[src/rtl/asfifo_pkg.sv]
// Shared fifo_din layout helpers for the async FIFO write-side packer and read-side unpacker.
// fifo_din is {last, keep[RATIO-1:0], data[OUT_WIDTH-1:0]}.
package asfifo_pkg;

    function automatic int keep_lsb(input int in_width, input int ratio);
        return in_width * ratio;
    endfunction

    function automatic int last_bit(input int in_width, input int ratio);
        return in_width * ratio + ratio;
    endfunction

    function automatic int fifo_width(input int in_width, input int ratio);
        return in_width * ratio + ratio + 1;
    endfunction

endpackage

[src/rtl/asfifo_wr_packer_if.sv]
// Beat stream in, FIFO write port out. The master modport is the packer itself,
// which masters the FIFO write port; slave is the surrounding source/FIFO side.
interface asfifo_wr_packer_if #(
    parameter int IN_WIDTH = 8,
    parameter int RATIO    = 4
);
    import asfifo_pkg::*;

    localparam int FIFO_WIDTH = fifo_width(IN_WIDTH, RATIO);

    logic [IN_WIDTH-1:0]   s_data;
    logic                  s_valid;
    logic                  s_last;
    logic                  s_ready;
    logic [FIFO_WIDTH-1:0] fifo_din;
    logic                  fifo_wr_en;
    logic                  fifo_full;

    modport master (
        input  s_data, s_valid, s_last, fifo_full,
        output s_ready, fifo_din, fifo_wr_en
    );

    modport slave (
        output s_data, s_valid, s_last, fifo_full,
        input  s_ready, fifo_din, fifo_wr_en
    );

endinterface

[src/rtl/asfifo_wr_packer.sv]
// Packs narrow valid/ready beats into wide FIFO words with lane-keep and end-of-packet flags,
// holding one completed word in an output register while the FIFO is full.
module asfifo_wr_packer
    import asfifo_pkg::*;
#(
    parameter int IN_WIDTH = 8,
    parameter int RATIO    = 4
) (
    input  logic                 wr_clk,
    input  logic                 PresetFull,
    asfifo_wr_packer_if.master   bus,
    output logic                 busy,
    output logic [15:0]          word_count,
    output logic [15:0]          pkt_count
);

    localparam int OUT_WIDTH  = IN_WIDTH * RATIO;
    localparam int FIFO_WIDTH = fifo_width(IN_WIDTH, RATIO);
    localparam int LAST_BIT   = last_bit(IN_WIDTH, RATIO);
    localparam int LANE_W     = $clog2(RATIO);

    logic [OUT_WIDTH-1:0]  acc_data_reg;
    logic [RATIO-1:0]      acc_keep_reg;
    logic [LANE_W-1:0]     lane_reg;
    logic [FIFO_WIDTH-1:0] out_word_reg;
    logic                  out_valid_reg;
    logic [15:0]           word_count_reg;
    logic [15:0]           pkt_count_reg;

    logic [OUT_WIDTH-1:0]  data_next;
    logic [RATIO-1:0]      keep_next;
    logic                  accept;
    logic                  complete;
    logic                  wr_fire;

    // The output register may drain and reload in the same cycle, so a beat is
    // accepted whenever the held word is absent or being written right now.
    assign bus.s_ready    = ~PresetFull & (~out_valid_reg | ~bus.fifo_full);
    assign wr_fire        = out_valid_reg & ~bus.fifo_full & ~PresetFull;
    assign bus.fifo_wr_en = wr_fire;
    assign bus.fifo_din   = out_word_reg;

    assign accept   = bus.s_valid & bus.s_ready;
    assign complete = accept & ((lane_reg == LANE_W'(RATIO - 1)) | bus.s_last);

    // Merge the incoming beat into its lane; lanes above the current one stay zero.
    generate
        for (genvar gi = 0; gi < RATIO; gi++) begin : g_lane
            assign data_next[gi*IN_WIDTH +: IN_WIDTH] =
                (lane_reg == LANE_W'(gi)) ? bus.s_data : acc_data_reg[gi*IN_WIDTH +: IN_WIDTH];
            assign keep_next[gi] = (lane_reg == LANE_W'(gi)) | acc_keep_reg[gi];
        end
    endgenerate

    always_ff @(posedge wr_clk or posedge PresetFull) begin
        if (PresetFull) begin
            acc_data_reg   <= '0;
            acc_keep_reg   <= '0;
            lane_reg       <= '0;
            out_word_reg   <= '0;
            out_valid_reg  <= 1'b0;
            word_count_reg <= '0;
            pkt_count_reg  <= '0;
        end else begin
            if (accept) begin
                if (complete) begin
                    out_word_reg <= {bus.s_last, keep_next, data_next};
                    acc_data_reg <= '0;
                    acc_keep_reg <= '0;
                    lane_reg     <= '0;
                end else begin
                    acc_data_reg <= data_next;
                    acc_keep_reg <= keep_next;
                    lane_reg     <= lane_reg + LANE_W'(1);
                end
            end

            if (complete) begin
                out_valid_reg <= 1'b1;
            end else if (wr_fire) begin
                out_valid_reg <= 1'b0;
            end

            if (wr_fire) begin
                word_count_reg <= word_count_reg + 16'd1;
                if (out_word_reg[LAST_BIT]) begin
                    pkt_count_reg <= pkt_count_reg + 16'd1;
                end
            end
        end
    end

    assign busy       = out_valid_reg | (lane_reg != '0);
    assign word_count = word_count_reg;
    assign pkt_count  = pkt_count_reg;

endmodule

[src/flat_wrapper.sv]
// flat-port wrapper written by rule: the top's interface ports become plain ports
module asfifo_wr_packer_flat import asfifo_pkg::*;
#(
    parameter int IN_WIDTH = 8,
    parameter int RATIO    = 4
)
  (wr_clk, PresetFull, busy, word_count, pkt_count, bus_s_data, bus_s_valid, bus_s_last, bus_fifo_full, bus_s_ready, bus_fifo_din, bus_fifo_wr_en);
  asfifo_wr_packer_if #(.IN_WIDTH(IN_WIDTH), .RATIO(RATIO)) bus_i ();
  input  logic wr_clk;
  input  logic PresetFull;
  output logic busy;
  output logic [15:0] word_count;
  output logic [15:0] pkt_count;
  input wire logic [$bits(bus_i.s_data)-1:0] bus_s_data;
  input wire logic [$bits(bus_i.s_valid)-1:0] bus_s_valid;
  input wire logic [$bits(bus_i.s_last)-1:0] bus_s_last;
  input wire logic [$bits(bus_i.fifo_full)-1:0] bus_fifo_full;
  output wire logic [$bits(bus_i.s_ready)-1:0] bus_s_ready;
  output wire logic [$bits(bus_i.fifo_din)-1:0] bus_fifo_din;
  output wire logic [$bits(bus_i.fifo_wr_en)-1:0] bus_fifo_wr_en;
  assign bus_i.s_data = bus_s_data;
  assign bus_i.s_valid = bus_s_valid;
  assign bus_i.s_last = bus_s_last;
  assign bus_i.fifo_full = bus_fifo_full;
  assign bus_s_ready = bus_i.s_ready;
  assign bus_fifo_din = bus_i.fifo_din;
  assign bus_fifo_wr_en = bus_i.fifo_wr_en;
  asfifo_wr_packer #(.IN_WIDTH(IN_WIDTH), .RATIO(RATIO)) u_core (.wr_clk(wr_clk), .PresetFull(PresetFull), .bus(bus_i), .busy(busy), .word_count(word_count), .pkt_count(pkt_count));
endmodule
[config.mk]
export PLATFORM = sky130hd
export DESIGN_NAME = asfifo_wr_packer_flat
export DESIGN_NICKNAME = d
export VERILOG_FILES = /design/src/rtl/asfifo_pkg.sv /design/src/rtl/asfifo_wr_packer_if.sv /design/src/rtl/asfifo_wr_packer.sv /design/src/flat_wrapper.sv
export SDC_FILE = /design/constraint.sdc
export NUM_CORES = 1
export LEC_CHECK = 0
export ABC_AREA = 0
export CORE_AREA = 2 2 106 108
export DETAILED_ROUTE_END_ITERATION = 10
export DIE_AREA = 0 0 108 110
export PLACE_DENSITY = 0.65
export SETUP_SLACK_MARGIN = 0.3
export SLEW_MARGIN = 10
export SYNTH_ARGS = -nofsm -noshare
export SYNTH_HDL_FRONTEND = slang
export SYNTH_SLANG_ARGS = --single-unit
[constraint.sdc]
create_clock -name wr_clk -period 4.47 [get_ports wr_clk]
set_input_delay 1.1175 -clock wr_clk [delete_from_list [all_inputs] [get_ports wr_clk]]
set_output_delay 1.1175 -clock wr_clk [all_outputs]
set_load 0.02 [all_outputs]
======== Word-level counts from Yosys, hierarchy flattened ========
Cells that the tools add are included.
storage, ports and cells
  output and inout bits ................... 72
  logic and storage cells ................. 42
  register bits ........................... 108
  input bits .............................. 13
operators by class
  reductions and logical operators ........ 5
  add/sub/neg operators ................... 3
  equal/unequal tests ..................... 3
  bitwise operators ....................... 15
  mux-type cells .......................... 9
operators by type and width
  kind                     count
  $add A16 B1 Y16 const B  2
  $mux W32                 1
  $mux W8                  4
  $or A1 B1 Y1             7
  $and A1 B1 Y1            5
  $eq A2 B2 Y1 const B     2
  $mux W4                  1
  $reduce_and A2 Y1        2
  $reduce_bool A2 Y1       2
  $not A1 Y1               3
  $add A2 B1 Y2 const B    1
  $eq A2 B1 Y1 const B     1
  $logic_not A2 Y1         1
  $mux W1                  2
  $mux W2                  1

======== Logic depth before layout (Yosys ltp) ========
Gate-level depths: netlist (run 1).
  word-level depth ........................ 6
  mapped depth ............................ 7
  mapped depth without buffers ............ 5

======== Worst setup path after synthesis (run 1) ========
OpenSTA, ideal clock, no wires.
  kind .................................... input -> output
  from .................................... input PresetFull
  to ...................................... output bus_fifo_wr_en
  setup slack ............................. 1.523 ns
  data arrival time ....................... 1.830 ns
  stages .................................. 3
  cell sequence ........................... or3b_1 buf_6 inv_1
between the ends
  cells in the longest elaborated chain, start to end .. 2
ends and longest elaborated chain
  item             RTL line                text
  start, declared  flat_wrapper.sv:10      input logic PresetFull;
  $not A1 Y1       asfifo_wr_packer.sv:39  assign wr_fire = out_valid_reg & ~bus.fifo_full & ~PresetFull;
  $and A1 B1 Y1    asfifo_wr_packer.sv:39
  end, declared    flat_wrapper.sv:20      output wire logic [$bits(bus_i.fifo_wr_en)-1:0] bus_fifo_wr_en;
No other way between the ends.

======== Worst setup path in the final report (run 1) ========
Ends and elaborated chain as after synthesis.

==> impl_summary.txt, run 1 <==
----------------------------------------------------
[Critical path]
  Biggest cell delay along the critical path ... 0.62 ns
  Crit-path max FO ... 5
  Data required time of the critical path ... 3.35 ns
  Worst path bufs/invs ... 3
  CP cell instances ... clkdlybuf4s50_1 -> or3b_1 -> inv_1 -> clkdlybuf4s50_1
  Worst setup path class ... primary input to output port
  Capturing element type of the critical path ... output port
  Cell repeated most along the worst path ... sky130_fd_sc_hd__clkdlybuf4s50_1
  CP startpoint kind ... primary input
  Top Family by Delay on Critical Path ... buffers and inverters
  Critical path's slowest cell ... sky130_fd_sc_hd__clkdlybuf4s50_1
  Critical path data arrival time ... 2.82 ns

[Place]
  RePlAce Congestion ... 0.809
  Detail Placement HPWL ... 6.58 mm
  Total of buffers placed on input and output ports ... 84
  Placed inst area ... 5510 um2

[STA]
  Ratio of final minimum period to clock period ... 88.2%
  Setup repair after global routing missed its margin ... false
  Hold Fails Final Rpt ... 0
  Max transition margin ... 40.1%
  Pin slew with the least headroom to its limit ... 0.898 ns
  Total setup violations reported at the end of the flow ... 0
  Minimum clock period after layout ... 3.94 ns
  Fin Setup TNS ... 0 ns
  Fmax achieved ... 0.254 GHz
  Final setup skew ... 0.0118 ns
  Max-slew violations ... 0

[Clocking]
  CTS Root Buffer Type ... sky130_fd_sc_hd__clkbuf_8
  Clock edge transition at the registers on the reported setup and hold paths ... 0.09 ns
  Post-CTS Repair Setup Buffers ... 0
  TritonCTS buffer count ... 9
  TritonCTS clock tree ... built
  Clock latency on the worst-skew pair ... 0.37 ns
  Number of H-tree branching levels ... 3
  Max Buffers Root-to-Sink ... 2
  Cells resized by post-CTS repair ... 0
  Count of hold-fix buffers inserted at cts ... 0
  CTS sink cnt ... 108

[GRT]
  Initial antenna violation count ... 0
  Overall overflow remaining after global route ... 0
  Global router's overall resource usage ... 17.4%
  First-pass GRT wire length ... 15.8 mm
  Vias in the first global route ... 3098
  Pin count of the biggest net entering global routing ... 73

[Power]
  Leakage component of the power ... 2.61 nW
  Overall power ... 0.00315 W
  Maximum vdd ir drop ... 0.244 mV
  Power density of the placed cells ... 552 nW/um2

[Routing]
  Antenna viol nets, final ... 0
  Number of iterations in the first detailed-routing pass ... 4
  DR WL/cell ... 15.7 um
  DRC ... 0
  Post-DR vias/cell ... 5.15
  Routed WL ... 9.76 mm
  Initial DRC Count ... 148
  Total via count in the routed design ... 3208

[Final layout]
  Flip-flop count of the largest register after layout ... 37
  Synth-to-Final Area Change ... 25.4%
  Post-layout instance area ... 5700 um2
  Fraction of layout instances using a drive strength above 1 ... 5.59%
  Post-layout nets ... 497
  Antenna Diode Count ... 0

[Logic synthesis]
  Most area-consuming cells after synthesis ... sky130_fd_sc_hd__dfrtp_1, sky130_fd_sc_hd__mux2i_1, sky130_fd_sc_hd__nand2_1, sky130_fd_sc_hd__a22o_1, sky130_fd_sc_hd__o21ai_0
  Share of flip-flops with an asynchronous set or reset after synthesis ... 100%
  Synthesis-stage register bit count ... 108
  Synth Instances ... 399
  Primary flip-flop cell chosen by synthesis mapping ... sky130_fd_sc_hd__dfrtp_1
  Leading cell type by number of instances after synthesis ... sky130_fd_sc_hd__dfrtp_1
  Proportion of netlist area held by the largest area contributor ... 59.4%
  Yosys warning total ... 0
  Post-Syn Nets ... 418
  Share of the yosys chip area belonging to registers ... 59.4%
  Post-Synthesis Mean Instance Area ... 11.4 um2
  Post-synth EDFFs ... 0
  Number of unique standard cell types used by synthesis ... 32
  Synth Cell Area ... 4550 um2
  Biggest area consumer among synthesized cells ... sky130_fd_sc_hd__dfrtp_1
  Cell types with the highest counts after synthesis ... sky130_fd_sc_hd__dfrtp_1, sky130_fd_sc_hd__nand2_1, sky130_fd_sc_hd__o21ai_0

[Floorplan]
  Placement Rows ... 38
  Die height ... 110 um
  I/O Pins ... 85
  Total core area ... 10700 um2
  Die Area ... 11900 um2
  Horizontal die dimension ... 108 um
  Initial core utilization ... 42.5%

[Min path]
  HP Class ... flop to flop

[Run]
  Number of max-cap violations ... 0

[Outcome]
  Outcome ... complete, no violations

----------------------------------------------------
[where the power goes]
group,internal (W),switching [W]
registers,0.00123,0.000181
clock network,0.000260,0.000329
logic,0.000550,0.000595
[per-layer routing]
layer	up-vias	wire length (um)	GRT usage, %
met3	10	454	3.00
li1	1528	-	-
met4	0	146	7.14
met2	96	4430	26.6
met5	-	0	0
met1	1574	4720	24.8
[path summary, 6_finish.rpt]
check                                        start                      end  slack (ns)  cells past startpoint
max                                     PresetFull           bus_fifo_wr_en        0.53                      4
min                        u_core.bus.fifo_din[34]  u_core.bus.fifo_din[34]        0.48                      2
max reg2reg                     u_core.lane_reg[0]  u_core.bus.fifo_din[12]        1.98                      6
min reg2reg                u_core.bus.fifo_din[34]  u_core.bus.fifo_din[34]        0.48                      2
max in group asynchronous               PresetFull  u_core.acc_data_reg[14]        2.27                      3
min in group asynchronous               PresetFull     u_core.word_count[2]        1.37                      2
[cells by family (layout without fill, tap and decap cells)]
logic type | after synthesis | in the layout | synth area share [%]
and+or+nand+nor | 124 | 124 | 13.2
DFF | 108 | 108 | 59.4
AOI/OAI and AO/OA | 71 | 71 | 9.98
muxes | 33 | 33 | 7.29
xor gates and xnor gates | 30 | 30 | 5.94
buffers and inverters | 27 | 111 | 2.56
adders and majority gates | 6 | 6 | 1.65
[layout by cell type, fill, tap and decap left out, drive strengths merged, types with 10 or more instances in the layout]
master         Yosys  layout
mux2i             32      32
clkdlybuf4s50      0      84
o21ai             40      40
and2              10      10
xnor2             15      15
dfrtp            108     108
a22o              25      25
xor2              15      15
clkbuf            17      10
nand2             59      59
nor2              14      14
[per-stage QoR]
step | setup slack [ns] | std cells | hold WS (ns) | utilization [%]
2_1_floorplan | 0.507 | 399 | 0.453 | -
3_3_place_gp | 0.552 | 607 | 0.456 | 51.5
3_5_place_dp | 0.524 | 607 | 0.459 | 51.5
4_1_cts | 0.513 | 623 | 0.478 | 53.3
5_1_grt | 0.453 | 623 | 0.499 | 53.3
6_report | 0.528 | 623 | 0.477 | 53.3
[layout make-up]
class                   instances  area [um2]
repair buffers                 88         871
flip-flops and latches        108        2700
well taps                     140         175
fillers                       984        4990
inverters                       7        28.8
multi-input cells             264        1740
clock inverters                 6        62.6
clock buffers                  10         128
[tightest hold or removal path, cell delays in order, from the launching register on]
cell and delay (ns):
sky130_fd_sc_hd__dfrtp_1 0.35, sky130_fd_sc_hd__nand2_1 0.05, sky130_fd_sc_hd__nand2_1 0.05
No activity file was read; power rests on OpenSTA's default activity.
==> run 2, diff against run 1 <==
--- a/config.mk
+++ b/config.mk
@@ -6,10 +6,11 @@
 export NUM_CORES = 1
 export LEC_CHECK = 0
 export ABC_AREA = 0
-export CORE_AREA = 2 2 106 108
+export CAP_MARGIN = 10
+export CORE_AREA = 2 2 110 112
 export DETAILED_ROUTE_END_ITERATION = 10
-export DIE_AREA = 0 0 108 110
-export PLACE_DENSITY = 0.65
+export DIE_AREA = 0 0 112 114
+export PLACE_DENSITY = 0.61
 export SETUP_SLACK_MARGIN = 0.3
 export SLEW_MARGIN = 10
 export SYNTH_ARGS = -nofsm -noshare
==> impl_summary.txt, run 2 (same netlist as run 1, synthesis figures left out) <==
----------------------------------------------------
[Final layout]
  Post-layout nets ... 496 (was 497)
  Post-layout instance area ... 5850 um2 (was 5700 um2)
  Most frequent standard cell in the layout excluding fill and tap cells ... sky130_fd_sc_hd__dfrtp_1 (unchanged)
  Synth-to-Final Area Change ... 28.6% (was 25.4%)
  Flip-flop count of the largest register after layout ... 37 (unchanged)
  Antenna Diode Count ... 0 (unchanged)
  Commonest cells after routing, fill and taps aside ... sky130_fd_sc_hd__dfrtp_1, sky130_fd_sc_hd__clkdlybuf4s50_1, sky130_fd_sc_hd__nand2_1 (unchanged)
  Fraction of layout instances using a drive strength above 1 ... 5.60% (was 5.59%)

[GRT]
  Global router's overall resource usage ... 16.3% (was 17.4%)
  Pin count of the biggest net entering global routing ... 77 (was 73)
  Initial antenna violation count ... 0 (unchanged)
  First-pass GRT wire length ... 16.6 mm (was 15.8 mm)
  Vias in the first global route ... 3266 (was 3098)
  Overall overflow remaining after global route ... 0 (unchanged)

[STA]
  Total setup violations reported at the end of the flow ... 0 (unchanged)
  Pin slew with the least headroom to its limit ... 0.711 ns (was 0.898 ns)
  Max transition margin ... 52.3% (was 40.1%)
  Final setup skew ... 0.00506 ns (was 0.0118 ns)
  Max-slew violations ... 0 (unchanged)
  Ratio of final minimum period to clock period ... 88.1% (was 88.2%)
  Fin Setup TNS ... 0 ns (unchanged)
  Setup repair after global routing missed its margin ... false (unchanged)
  Final worst setup slack ... 0.531 ns (was 0.528 ns)
  Minimum clock period after layout ... 3.94 ns (about the same)
  Fmax achieved ... 0.254 GHz (about the same)
  Hold Fails Final Rpt ... 0 (unchanged)

[Floorplan]
  Placement Rows ... 40 (was 38)
  Total core area ... 11700 um2 (was 10700 um2)
  Initial core utilization ... 38.9% (was 42.5%)
  Horizontal die dimension ... 112 um (was 108 um)
  I/O Pins ... 85 (unchanged)
  Die Area ... 12800 um2 (was 11900 um2)
  Die height ... 114 um (was 110 um)

[Routing]
  Antenna viol nets, final ... 0 (unchanged)
  Total via count in the routed design ... 3229 (was 3208)
  Routed WL ... 9.89 mm (was 9.76 mm)
  DRC ... 0 (unchanged)
  Initial DRC Count ... 209 (was 148)
  DR WL/cell ... 15.7 um (about the same)
  Number of iterations in the first detailed-routing pass ... 4 (unchanged)
  Post-DR vias/cell ... 5.13 (was 5.15)

[Power]
  Leakage component of the power ... 2.67 nW (was 2.61 nW)
  Power density of the placed cells ... 586 nW/um2 (was 552 nW/um2)
  Maximum vdd ir drop ... 0.320 mV (was 0.244 mV)

[Clocking]
  TritonCTS buffer count ... 9 (unchanged)
  Max Buffers Root-to-Sink ... 2 (unchanged)
  Number of H-tree branching levels ... 3 (unchanged)
  CTS Root Buffer Type ... sky130_fd_sc_hd__clkbuf_16 (was sky130_fd_sc_hd__clkbuf_8)
  CTS sink cnt ... 108 (unchanged)
  Cells resized by post-CTS repair ... 0 (unchanged)
  Count of hold-fix buffers inserted at cts ... 0 (unchanged)
  Clock latency on the worst-skew pair ... 0.35 ns (was 0.37 ns)
  Clock edge transition at the registers on the reported setup and hold paths ... 0.07 ns (was 0.09 ns)
  TritonCTS clock tree ... built (unchanged)
  Post-CTS Repair Setup Buffers ... 0 (unchanged)

[Place]
  Placed inst area ... 5530 um2 (was 5510 um2)
  Total of buffers placed on input and output ports ... 84 (unchanged)
  Detail Placement HPWL ... 6.62 mm (was 6.58 mm)
  RePlAce Congestion ... 0.789 (was 0.809)
  Pre-CTS setup slack ... 0.537 ns (was 0.524 ns)

[Critical path]
  Critical path data arrival time ... 2.82 ns (about the same)
  Worst setup path class ... primary input to output port (unchanged)
  Data required time of the critical path ... 3.35 ns (about the same)
  Capturing element type of the critical path ... output port (unchanged)
  Crit-path max FO ... 5 (unchanged)
  CP startpoint kind ... primary input (unchanged)

[Min path]
  HP Class ... flop to flop (unchanged)

[Outcome]
  Outcome ... complete, no violations (unchanged)

[Run]
  Number of max-cap violations ... 0 (unchanged)

----------------------------------------------------
-- run 2: changes by cell type in the layout (fill, tap and decap cells not counted) --
cell                         change
sky130_fd_sc_hd__clkbuf_16       +9
sky130_fd_sc_hd__clkbuf_8        -8
sky130_fd_sc_hd__buf_4           -2
sky130_fd_sc_hd__buf_12          +1
sky130_fd_sc_hd__bufinv_16       +1
sky130_fd_sc_hd__clkbuf_1        -1
sky130_fd_sc_hd__clkinv_2        -1
sky130_fd_sc_hd__clkinv_4        -1
sky130_fd_sc_hd__clkinvlp_4      +1
-- run 2: cell type report --
class / instances / area, um2
flip-flops and latches: 108 / 2700
clock inverters: 6 / 86.3
well taps: 147 / 184
clock buffers: 10 / 239
inverters: 7 / 28.8
multi-input cells: 264 / 1740
fillers: 1125 / 5860
repair buffers: 87 / 876
-- run 2: routing by layer --
metal | wire, um | track usage (%) | vias to the layer above
li1 | - | - | 1532
met1 | 4730 | 22.2 | 1598
met2 | 4430 | 25.1 | 92
met3 | 636 | 6.27 | 7
met4 | 87 | 3.41 | 0
met5 | 0 | 0 | -
-- run 2: metrics by stage --
step / util [%] / instances / hold slack (ns) / power (W)
global route: 50.0 / 629 / 0.484 / 0.00365
detailed placement: 47.2 / 613 / 0.457 / 0.00259
global placement: 47.2 / 613 / 0.456 / 0.00257
floorplan: - / 399 / 0.453 / 0.00207
CTS: 50.0 / 629 / 0.470 / 0.00347
finish: 50.0 / 629 / 0.465 / 0.00343
-- run 2: worst max-delay path: stages --
cell	delay, ns
sky130_fd_sc_hd__clkdlybuf4s50_1	0.51
sky130_fd_sc_hd__or3b_1	0.43
sky130_fd_sc_hd__inv_1	0.14
sky130_fd_sc_hd__clkdlybuf4s50_1	0.62
-- run 2: report_power, final --
| group | switching [W] | internal [W] | total, W |
|---|---|---|---|
| sequential | 0.000181 | 0.00123 | 0.00141 |
| clock | 0.000359 | 0.000506 | 0.000865 |
| combinational | 0.000599 | 0.000551 | 0.00115 |
| total | 0.00114 | 0.00229 | 0.00343 |
-- run 2: final timing paths --
check	from	end	slack, ns	cells past startpoint
worst max register to register	u_core.lane_reg[0]	u_core.bus.fifo_din[9]	2.18	5
worst min register to register	u_core.pkt_count[15]	u_core.pkt_count[15]	0.46	1
worst min-delay path	u_core.pkt_count[15]	u_core.pkt_count[15]	0.46	1
min in group asynchronous	PresetFull	u_core.word_count[1]	1.35	2
worst max-delay path	PresetFull	bus_fifo_wr_en	0.53	4
max in group asynchronous	PresetFull	u_core.word_count[2]	2.40	3
==> run 3, diff against run 2 <==
==> constraint.sdc (replaced) <==
create_clock -name wr_clk -period 4.47 [get_ports wr_clk]
set_input_delay 0.6705 -clock wr_clk [delete_from_list [all_inputs] [get_ports wr_clk]]
set_output_delay 0.6705 -clock wr_clk [all_outputs]
set_load 0.02 [all_outputs]
==> impl_summary.txt, run 3 (same netlist as run 1, synthesis figures left out) <==
----------------------------------------------------
[Routing]
  Post-DR vias/cell ... 5.08 (was 5.13)
  Number of iterations in the first detailed-routing pass ... 4 (unchanged)
  Antenna viol nets, final ... 0 (unchanged)
  Routed WL ... 9.99 mm (was 9.89 mm)
  Total via count in the routed design ... 3196 (was 3229)
  Initial DRC Count ... 217 (was 209)
  DRC ... 0 (unchanged)
  DR WL/cell ... 15.9 um (was 15.7 um)

[STA]
  Final worst setup slack ... 1.22 ns (was 0.531 ns)
  Hold Fails Final Rpt ... 0 (unchanged)
  Max-slew violations ... 0 (unchanged)
  Minimum clock period after layout ... 3.25 ns (was 3.94 ns)
  Setup repair after global routing missed its margin ... false (unchanged)
  Worst hold slack after final layout ... 0.468 ns (was 0.465 ns)
  Fmax achieved ... 0.308 GHz (was 0.254 GHz)
  Total setup violations reported at the end of the flow ... 0 (unchanged)
  Max transition margin ... 49.0% (was 52.3%)
  Fin Setup TNS ... 0 ns (unchanged)
  Final setup skew ... 0.00884 ns (was 0.00506 ns)
  Ratio of final minimum period to clock period ... 72.7% (was 88.1%)
  Pin slew with the least headroom to its limit ... 0.765 ns (was 0.711 ns)

[Floorplan]
  Die height ... 114 um (unchanged)
  I/O Pins ... 85 (unchanged)
  Die Area ... 12800 um2 (unchanged)
  Horizontal die dimension ... 112 um (unchanged)
  Initial core utilization ... 38.9% (unchanged)
  Placement Rows ... 40 (unchanged)
  Total core area ... 11700 um2 (unchanged)

[Run]
  Number of max-cap violations ... 0 (unchanged)

[Final layout]
  Antenna Diode Count ... 0 (unchanged)
  Post-layout nets ... 496 (unchanged)
  Most frequent standard cell in the layout excluding fill and tap cells ... sky130_fd_sc_hd__dfrtp_1 (unchanged)
  Synth-to-Final Area Change ... 29.0% (was 28.6%)
  Post-layout instance area ... 5870 um2 (was 5850 um2)
  FF/Latch Area ... 2700 um2 (unchanged)
  Flip-flop count of the largest register after layout ... 37 (unchanged)
  Fraction of layout instances using a drive strength above 1 ... 5.60% (unchanged)
  Commonest cells after routing, fill and taps aside ... sky130_fd_sc_hd__dfrtp_1, sky130_fd_sc_hd__clkdlybuf4s50_1, sky130_fd_sc_hd__nand2_1 (unchanged)
  Combined area of the multi-input logic cells ... 1740 um2 (unchanged)
  Filler Cells Inserted ... 1091 (was 1125)

[Power]
  Power density of the placed cells ... 595 nW/um2 (was 586 nW/um2)
  Maximum vdd ir drop ... 0.289 mV (was 0.320 mV)
  Leakage component of the power ... 2.68 nW (was 2.67 nW)

[Clocking]
  Clock latency on the worst-skew pair ... 0.34 ns (was 0.35 ns)
  Count of hold-fix buffers inserted at cts ... 0 (unchanged)
  TritonCTS clock tree ... built (unchanged)
  Post-CTS Repair Setup Buffers ... 0 (unchanged)
  Cells resized by post-CTS repair ... 0 (unchanged)
  TritonCTS buffer count ... 9 (unchanged)
  Number of H-tree branching levels ... 3 (unchanged)
  CTS sink cnt ... 108 (unchanged)
  Clock edge transition at the registers on the reported setup and hold paths ... 0.07 ns (about the same)
  CTS Root Buffer Type ... sky130_fd_sc_hd__clkbuf_16 (unchanged)
  Max Buffers Root-to-Sink ... 2 (unchanged)

[Critical path]
  CP startpoint kind ... primary input (unchanged)
  Cell repeated most along the worst path ... sky130_fd_sc_hd__clkdlybuf4s50_1 (unchanged)
  CP cell instances ... clkdlybuf4s50_1 -> or3b_1 -> inv_1 -> clkdlybuf4s50_1 (unchanged)
  Crit-path max FO ... 9 (was 5)
  Biggest cell delay along the critical path ... 0.63 ns (was 0.62 ns)
  Critical path's slowest cell ... sky130_fd_sc_hd__clkdlybuf4s50_1 (unchanged)
  Worst path bufs/invs ... 3 (unchanged)
  Data required time of the critical path ... 3.80 ns (was 3.35 ns)
  Capturing element type of the critical path ... output port (unchanged)
  Worst setup path class ... primary input to output port (unchanged)
  Critical path data arrival time ... 2.58 ns (was 2.82 ns)
  Top Family by Delay on Critical Path ... buffers and inverters (unchanged)

[Min path]
  HP Class ... flop to flop (unchanged)

[GRT]
  Global router's overall resource usage ... 16.0% (was 16.3%)
  First-pass GRT wire length ... 16.2 mm (was 16.6 mm)
  Vias in the first global route ... 3226 (was 3266)
  Overall overflow remaining after global route ... 0 (unchanged)
  Pin count of the biggest net entering global routing ... 62 (was 77)
  Initial antenna violation count ... 0 (unchanged)

[Place]
  Pre-CTS setup slack ... 1.22 ns (was 0.537 ns)
  Placed inst area ... 5520 um2 (was 5530 um2)
  Total of buffers placed on input and output ports ... 84 (unchanged)
  RePlAce Congestion ... 0.787 (was 0.789)
  Detail Placement HPWL ... 6.85 mm (was 6.62 mm)

[Outcome]
  Outcome ... complete, no violations (unchanged)

----------------------------------------------------
run 3: through the flow:
stage | total power [W] | instances | util, %
floorplan | 0.00207 | 399 | -
global placement | 0.00257 | 613 | 47.1
detailed placement | 0.00259 | 613 | 47.1
CTS | 0.00354 | 629 | 50.1
global route | 0.00370 | 629 | 50.1
finish | 0.00349 | 629 | 50.1
run 3: where the power goes:
part	total, W	internal, W	switching (W)
registers	0.00141	0.00123	0.000179
clock network	0.000934	0.000569	0.000365
logic	0.00115	0.000548	0.000597
run 3: cell type report:
class	instances	area share, %
sequential	108	46.0
multi-input combinational	264	29.6
timing repair buffer	87	14.7
clock buffer	10	4.07
tap	147	3.13
clock inverter	6	2.00
inverter	7	0.490
run 3: worst reg2reg max path: stages, from the launching register on:
cell	delay (ns)
sky130_fd_sc_hd__dfrtp_1	0.39
sky130_fd_sc_hd__ha_1	0.61
sky130_fd_sc_hd__or2_2	0.30
sky130_fd_sc_hd__nand3_2	0.41
sky130_fd_sc_hd__buf_4	0.44
sky130_fd_sc_hd__nand2_1	0.12
sky130_fd_sc_hd__o21ai_0	0.08
run 3: path summary, 6_finish.rpt:
path                            cells after the start                       to                   from  slack (ns)
worst max-delay path                                4           bus_fifo_wr_en             PresetFull        1.22
worst min register to register                      1    u_core.word_count[15]  u_core.word_count[15]        0.47
max in group asynchronous                           3     u_core.word_count[2]             PresetFull        2.70
min in group asynchronous                           2   u_core.acc_keep_reg[3]             PresetFull        0.92
worst min-delay path                                1    u_core.word_count[15]  u_core.word_count[15]        0.47
worst max register to register                      6  u_core.bus.fifo_din[15]     u_core.lane_reg[0]        2.00
run 3: routing by layer:
layer	part of all wire, %	global-route usage (%)	wire, um	vias to the layer above
met2	47	25.7	4710	90
met4	0.47	3.90	47	0
met1	46	21.8	4610	1574
li1	-	-	-	1528
met3	6.3	4.46	625	4
met5	0	0	0	-
